--- config.mk ---
export PLATFORM = sky130hd
export DESIGN_NAME = example_and
export DESIGN_NICKNAME = d
export VERILOG_FILES = /design/src/rtl/example_and_pkg.sv /design/src/rtl/example_and_satcnt.sv /design/src/rtl/example_and.sv
export SDC_FILE = /design/constraint.sdc
export NUM_CORES = 1
export LEC_CHECK = 0
export BUFFER_PORTS_ARGS = -buffer_cell sky130_fd_sc_hd__buf_2
export CAP_MARGIN = 20
export CORE_MARGIN = 2
export CORE_UTILIZATION = 30
export CTS_CLUSTER_DIAMETER = 200
export DETAILED_ROUTE_END_ITERATION = 6
export PLACE_DENSITY = 0.55
export SYNTH_ARGS = -nofsm -noshare
export SYNTH_HDL_FRONTEND = slang
export SYNTH_SLANG_ARGS = --single-unit
--- constraint.sdc ---
create_clock -name clk -period 3.2 [get_ports clk]
set_input_delay 0.32 -clock clk [delete_from_list [all_inputs] [get_ports clk]]
set_output_delay 0.32 -clock clk [all_outputs]
set_load 0.05 [all_outputs]
--- src/rtl/example_and_pkg.sv ---
// example_and_pkg: shared constants and types for the example_and smoke-test block.
// Latency: n/a (declarations only).
// Backpressure: n/a.
`timescale 1ns/1ps
package example_and_pkg;

    // Default width of the high-cycle counter. Legal widths are 1..32.
    localparam int CNT_W_DEFAULT = 16;

    // Counter word at the default width.
    typedef logic [CNT_W_DEFAULT-1:0] hi_cnt_t;

endpackage

--- src/rtl/example_and_satcnt.sv ---
// example_and_satcnt: saturating up-counter with synchronous clear; sat flags all-ones.
// Latency: cnt updates one cycle after inc/clr; sat follows cnt combinationally.
// Backpressure: none; inc is sampled every cycle and is dropped once saturated.
`timescale 1ns/1ps
module example_and_satcnt
    import example_and_pkg::*;
#(
    parameter int CNT_W = CNT_W_DEFAULT
) (
    input  logic             clk,
    input  logic             rst,
    input  logic             clr,
    input  logic             inc,
    output logic [CNT_W-1:0] cnt,
    output logic             sat
);

    localparam logic [CNT_W-1:0] CNT_MAX = '1;

    logic [CNT_W-1:0] cnt_d;
    logic [CNT_W-1:0] cnt_q;

    // Next count: clear dominates; otherwise increment unless already at all-ones,
    // so the counter holds at the top instead of wrapping.
    always_comb begin
        cnt_d = cnt_q;
        if (clr) begin
            cnt_d = '0;
        end else if (inc && (cnt_q != CNT_MAX)) begin
            cnt_d = cnt_q + CNT_W'(1);
        end
    end

    // Counter state, synchronous reset.
    always_ff @(posedge clk) begin
        if (rst) begin
            cnt_q <= '0;
        end else begin
            cnt_q <= cnt_d;
        end
    end

    assign cnt = cnt_q;
    assign sat = (cnt_q == CNT_MAX);

endmodule

--- src/rtl/example_and.sv ---
// example_and: combinational a&b plus registered copy and saturating high-cycle monitor.
// Latency: c is zero-latency; c_q, hi_cnt one cycle; optional rise/fall (EXAMPLE_AND_EDGE_EN).
// Backpressure: none; every cycle is sampled.
`timescale 1ns/1ps
module example_and
    import example_and_pkg::*;
#(
    parameter int CNT_W = CNT_W_DEFAULT
) (
    input  logic             clk,
    input  logic             rst,
    input  logic             a,
    input  logic             b,
    input  logic             clr,
    output logic             c,
    output logic             c_q,
    output logic [CNT_W-1:0] hi_cnt,
    output logic             cnt_sat,
    output logic             rise,
    output logic             fall
);

    // The gate itself: no masking, so X on an input propagates to c.
    assign c = a & b;

    logic c_d;

    // Next value of the registered copy is just the gate output.
    always_comb begin
        c_d = c;
    end

    // Registered copy of the AND result, cleared by reset but not by clr.
    always_ff @(posedge clk) begin
        if (rst) begin
            c_q <= 1'b0;
        end else begin
            c_q <= c_d;
        end
    end

    // High-cycle counter; counts the same a&b value that c_q captures.
    example_and_satcnt #(
        .CNT_W (CNT_W)
    ) u_satcnt (
        .clk (clk),
        .rst (rst),
        .clr (clr),
        .inc (c),
        .cnt (hi_cnt),
        .sat (cnt_sat)
    );

`ifdef EXAMPLE_AND_EDGE_EN
    // c_prev_q is the previous c_q, giving one-cycle edge pulses from registers only.
    logic c_prev_d;
    logic c_prev_q;

    // Delay line input is the current registered copy.
    always_comb begin
        c_prev_d = c_q;
    end

    // Previous-c_q register; reset keeps both pulses low right after reset.
    always_ff @(posedge clk) begin
        if (rst) begin
            c_prev_q <= 1'b0;
        end else begin
            c_prev_q <= c_prev_d;
        end
    end

    assign rise = c_q & ~c_prev_q;
    assign fall = ~c_q & c_prev_q;
`else
    assign rise = 1'b0;
    assign fall = 1'b0;
`endif

endmodule

==> results of run 1 <==
-- cells by family (layout without fill, tap and decap cells) --
kind of cell	Yosys count	in the layout
flip-flops	17	17
XOR/XNOR	1	1
adder cells (fa/ha/maj)	1	1
AO/OA/AOI/OAI	25	25
other	1	2
multiplexers	3	3
AND/OR/NAND/NOR	51	51
buffers and inverters	7	30
-- synth_stat cells (2+ instances only) --
cell type,instances
buf_2,2
nand3_1,4
or2_2,2
nor3_1,2
a21oi_1,9
nor4_1,3
dfxtp_1,17
nand2_1,9
o21ai_0,6
buf_4,2
o31ai_1,3
and4_1,2
inv_1,2
mux2i_1,3
or3_1,5
nor2_1,6
or4_1,3
nand4_1,7
-- worst max-delay path, stage by stage (launching register included) --
cell and delay, ns:
dfxtp_1 0.46, nand4_1 0.24, nor4_1 0.36, buf_2 0.33
-- through the flow --
stage,setup WS (ns),instance area (um2)
after floorplan,0.287,890
final,1.20,1050
after detailed placement,1.29,1020
after global placement,1.33,1020
after CTS,1.21,1050
after global routing,1.10,1050
-- final timing paths --
kind	endpoint	cells after the start	startpoint
min	c_q	2	rst
max	cnt_sat	3	u_satcnt.cnt[8]
min reg2reg	u_satcnt.cnt[15]	2	u_satcnt.cnt[15]
max reg2reg	u_satcnt.cnt[15]	4	u_satcnt.cnt[3]
-- area by class of cell --
cell class | count | share of cell area, %
sequential | 17 | 32.5
timing repair buffer | 24 | 11.7
tap | 31 | 3.70
multi-input combinational | 83 | 48.9
clock buffer | 4 | 2.51
inverter | 2 | 0.716
-- power groups by stage --
stage	clock (mW)	sequential, mW	combinational (mW)
5_1_grt	0.130	0.213	0.0283
2_1_floorplan	0	0.221	0.0169
4_1_cts	0.121	0.213	0.0263
6_report	0.119	0.213	0.0263
3_5_place_dp	0	0.218	0.0263
3_3_place_gp	0	0.218	0.0263
-- flip-flops by register name (all words and copies together), names as in the netlist --
signal,count
u_satcnt.cnt,16
c_q,1
-- layout by cell type, fill, tap and decap left out, types with 2 or more instances in the layout --
cell / netlist / final
clkbuf_4: 0 / 3
buf_2: 2 / 23
nand4_1: 7 / 7
conb_1: 1 / 2
nand3_1: 4 / 4
or3_1: 5 / 5
inv_1: 2 / 2
dfxtp_1: 17 / 17
o21ai_0: 6 / 6
or2_2: 2 / 2
or4_1: 3 / 3
mux2i_1: 3 / 3
a21oi_1: 9 / 9
o31ai_1: 3 / 3
nor3_1: 2 / 2
nor2_1: 6 / 6
and4_1: 2 / 2
nand2_1: 9 / 9
nor4_1: 3 / 3
-- metal layers --
metal	share of wire (%)	vias up	track usage, %
li1	-	459	-
met1	48	432	19.9
met2	43	35	19.9
met3	7.4	5	2.64
met4	1.6	0	5.98
met5	0	-	0
==> flow_summary.yaml, run 1 <==
outcome:
  outcome: "finished clean"
detailed_routing:
  vias: 931
  wirelength_um: 2310
  avgViaCountPerCell: 5.78
  drt_iter0_markers: 25
  routedWlPerCell_um: 14.3
  dr.pass1.iters: 4
  drc: 0
  postRouteAntennaNets: 0
critical_path:
  cp.required_ns: 2.88
  worstPathArrival_ns: 1.68
  start_kind: "register"
  end_kind: "primary output"
  critPathKind: "register to primary output"
  rrSetupSlack_ns: 1.27
  cp_max_fo: 6
floorplanning:
  ios: 26
  start_util_pct: 31.8
  die_w_um: 58.3
  rows: 19
  core_area_um2: 2780
  die_y_um: 58.3
  die_area_um2: 3400
clock_network:
  cts.path.max_buffers: 2
  numCtsBuffers: 3
  clkTransAtPathRegs_ns: 0.10
  cts_tree: "built"
  cts.sinks: 17
  ctsResizeCount: 0
  postCtsSetupBuffers: 0
  ctsHoldBuffers: 0
  htreeDepth: 1
  cts_root_buf: "clkbuf_4"
  insertion_delay_ns: 0.30
final_layout:
  multi_input_area_um2: 513
  final-seq-area_um2: 340
  num-fill-cells: 290
  layout-drive-gt1-share_pct: 25.4
  final_cells: 161
  area_growth_pct: 18.4
  fin_nets: 137
  diodes: 0
  fin_util_pct: 37.7
sta:
  holdWs_ns: 0.210
  clock.fmax_mhz: 500
  fin_skew_ns: 0.00537
  period_minus_slack_ns: 2.00
  setup_viol: 0
  totalNegativeSetupSlack_ns: 0
  hold_viol_final: 0
  timing.final.crit_share_pct: 62.5
  drv_slew: 0
  rsz0062_at_grt: "no"
place:
  dp.cells: 157
  dpl.hpwl_um: 1670
  io_buffers: 23
  gp_congestion: 0.829
hold_path:
  hold_path_class: "input pin to register"
flow_run:
  drv_cap: 0
pwr:
  switchingPower_mw: 0.0919
  p_seq_share_pct: 59.5
  p_int_mw: 0.266
  power.density_nw_per_um2: 342
  switching_share_pct: 25.7
  power_frac_comb_pct: 7.3
  total_power_mw: 0.358
  pwr-share-clk_pct: 33.2
  p_leak_nw: 0.406
  ir_drop_mv: 0.223
global_route:
  grtUsageTotal_pct: 13.8
  overflow: 0
  antenna_found_initial: 0
  grt_pass1_vias: 748
  grt_max_degree: 14
  grt_pass1_wl_um: 3570
synth:
  synth-edff-count: 0
  yosysUniqueCellTypes: 37
  synthSimpleGateAreaFrac_pct: 33.6
  synth_top_family_by_area: "simple AND/OR/NAND/NOR gates"
  synth_compound_area_share_pct: 17.7
  synthCells: 106
  seq_area_frac_synth_pct: 38.4
  synth_xor_area_share_pct: 0.989
  ys_ff_latch: 17
  yosysTopAreaCell: "dfxtp_1"
  yosysWarnings: 0
  synth_area_leaders: "dfxtp_1 38%, a21oi_1 5.1%, nand4_1 4.9%"
  yosys.area_share.adder_pct: 1.41
  synth_async_sr_flop_share_pct: 0
  synth.area.mux_share_pct: 3.39
  syn_area_um2: 886
  yosys.area.top_type_share_pct: 38.4
  syn_area_per_cell_um2: 8.36
  synth_ff_type: "dfxtp_1"
Note: power is estimated with default switching activity, not from simulation.
==> run 2: changes to the inputs <==
Settings changed: PLACE_DENSITY 0.55 to 0.57.
Clock period 3.2 ns to 1.6 ns, I/O delays scaled along.
==> run 2 against run 1 <==
  * Largest cell class unchanged
  * Combinational power is 120% higher
  * The flow now finishes with violations (negative setup slack)
  * Clock skew is 0.00095 ns lower
  * Power up 94%
  * Register-to-register slack got worse by 1.4 ns
  * Non-clock buffer count up 29
==> flow_summary.yaml, run 2 (synthesis results as in run 1) <==
global_route:
  grtUsageTotal_pct: 18.4
  top_usage_layer: "met2"
  grt_pass1_wl_um: 4800
  antenna_found_initial: 0
  met2_usage_pct: 31.5
  overflow: 0
  grt_util_met3_pct: 5.49
  grt_max_degree: 14
  grt_pass1_vias: 1070
  grt_util_met1_pct: 21.9
final_layout:
  layout-drive-gt1-share_pct: 57.2
  fin_nets: 166
  final-seq-area_um2: 400
  num-fill-cells: 267
  diodes: 0
  layout_common_cells: "29 x buf_4, 22 x buf_2, 16 x dfxtp_4"
  multi_input_area_um2: 609
  final_cells: 190
  final_common_cell: "buf_4"
  largest_register_ffs: 16
  fin_util_pct: 51.5
  area_growth_pct: 61.7
clock_network:
  htreeDepth: 1
  cts_tree: "built"
  cts_root_buf: "clkbuf_4"
  cts.path.max_buffers: 2
  ctsHoldBuffers: 0
  clkTransAtPathRegs_ns: 0.10
  numCtsBuffers: 3
  insertion_delay_ns: 0.29
  cts.sinks: 17
place:
  dpl.hpwl_um: 2090
  gp_congestion: 0.869
  io_buffers: 23
  place_ws_ns: -0.0478
  dp.cells: 181
pwr:
  power_frac_comb_pct: 8.5
  ir_drop_mv: 0.498
  switchingPower_mw: 0.186
  p_seq_share_pct: 57.5
  total_power_mw: 0.695
  p_int_mw: 0.509
  p_leak_nw: 0.589
  power.density_nw_per_um2: 485
  pwr-share-clk_pct: 34.0
  switching_share_pct: 26.8
detailed_routing:
  routedWlPerCell_um: 15.0
  drt_iter0_markers: 26
  wirelength_um: 2850
  vias: 1035
  avgViaCountPerCell: 5.45
  dr.pass1.iters: 4
  postRouteAntennaNets: 0
  drc: 0
floorplanning:
  die_w_um: 58.3
  core_area_um2: 2780
  die_area_um2: 3400
  ios: 26
  start_util_pct: 31.8
  rows: 19
  die_y_um: 58.3
outcome:
  outcome: "complete, but fails checks"
  violations: "negative setup slack"
flow_run:
  drv_cap: 0
sta:
  setup_viol: 8
  period_minus_slack_ns: 1.69
  fin_ws_ns: -0.0876
  timing.final.crit_share_pct: 105
  hold_viol_final: 0
  clock.fmax_mhz: 593
  drv_slew: 0
  fin_skew_ns: 0.00442
  rsz0062_at_grt: "yes"
critical_path:
  end_kind: "register"
  cp_top_family: "simple AND/OR/NAND/NOR gates"
  cp_slowest_cell: "or4_4"
  cp_max_fo: 5
  critPathBufInv: 1
  max_stage_delay_ns: 0.52
  cp.required_ns: 1.83
  crit_chain: "buf_4 -> nand3_2 -> or4_4 -> or4_1 -> a21oi_2"
  start_kind: "register"
  worstPathArrival_ns: 1.92
  critPathKind: "register to register"
hold_path:
  hold_path_class: "input pin to register"
## run 2: cell types whose count changed in the layout (fill, tap and decap cells not counted), moves of 2 or more
cell	delta
buf_6	+2
o31ai_2	+2
and4_1	-2
a21oi_2	+2
dfxtp_1	-16
nor4_1	-2
a21oi_1	-2
buf_4	+28
dfxtp_4	+16
o31ai_1	-2
## run 2: final timing paths
check	from	end	slack [ns]	cells past startpoint
setup / recovery	u_satcnt.cnt[0]	u_satcnt.cnt[13]	-0.09	5
hold / removal	rst	c_q	0.06	2
setup reg to reg	u_satcnt.cnt[0]	u_satcnt.cnt[13]	-0.09	5
hold reg to reg	u_satcnt.cnt[2]	u_satcnt.cnt[2]	0.51	1
## run 2: layer usage
layer	part of all wire [%]	routed length (um)
met1	42	1210
met2	52	1480
met3	4.8	138
met4	0.84	24
met5	0	0
## run 2: area by class of cell
type | count | area share [%]
inverter | 2 | 0.524
sequential | 17 | 27.9
clock buffer | 4 | 1.83
multi-input combinational | 83 | 42.5
timing repair buffer | 53 | 24.5
tap | 31 | 2.71
## run 2: what timing repair did
item,in CTS,in global routing
gates cloned,0,0
setup endpoints to repair,6,17
gates resized for setup,5,10
setup buffers,0,5
pin swaps,2,6
## run 2: per-stage QoR
stage          TNS (ns)  instance area [um2]  hold WS (ns)
2_1_floorplan    -0.993                  982         0.232
3_3_place_gp    -0.0164                 1290         0.365
3_5_place_dp     -0.118                 1290         0.376
4_1_cts          -0.119                 1340        0.0628
5_1_grt           -1.49                 1430        0.0700
6_report         -0.417                 1430        0.0621
## run 2: power groups by stage
stage	combinational, mW	clock, mW	sequential [mW]
2_1_floorplan	0.0339	0	0.417
3_3_place_gp	0.0543	0	0.409
3_5_place_dp	0.0548	0	0.410
4_1_cts	0.0560	0.243	0.400
5_1_grt	0.0638	0.271	0.400
6_report	0.0588	0.236	0.400
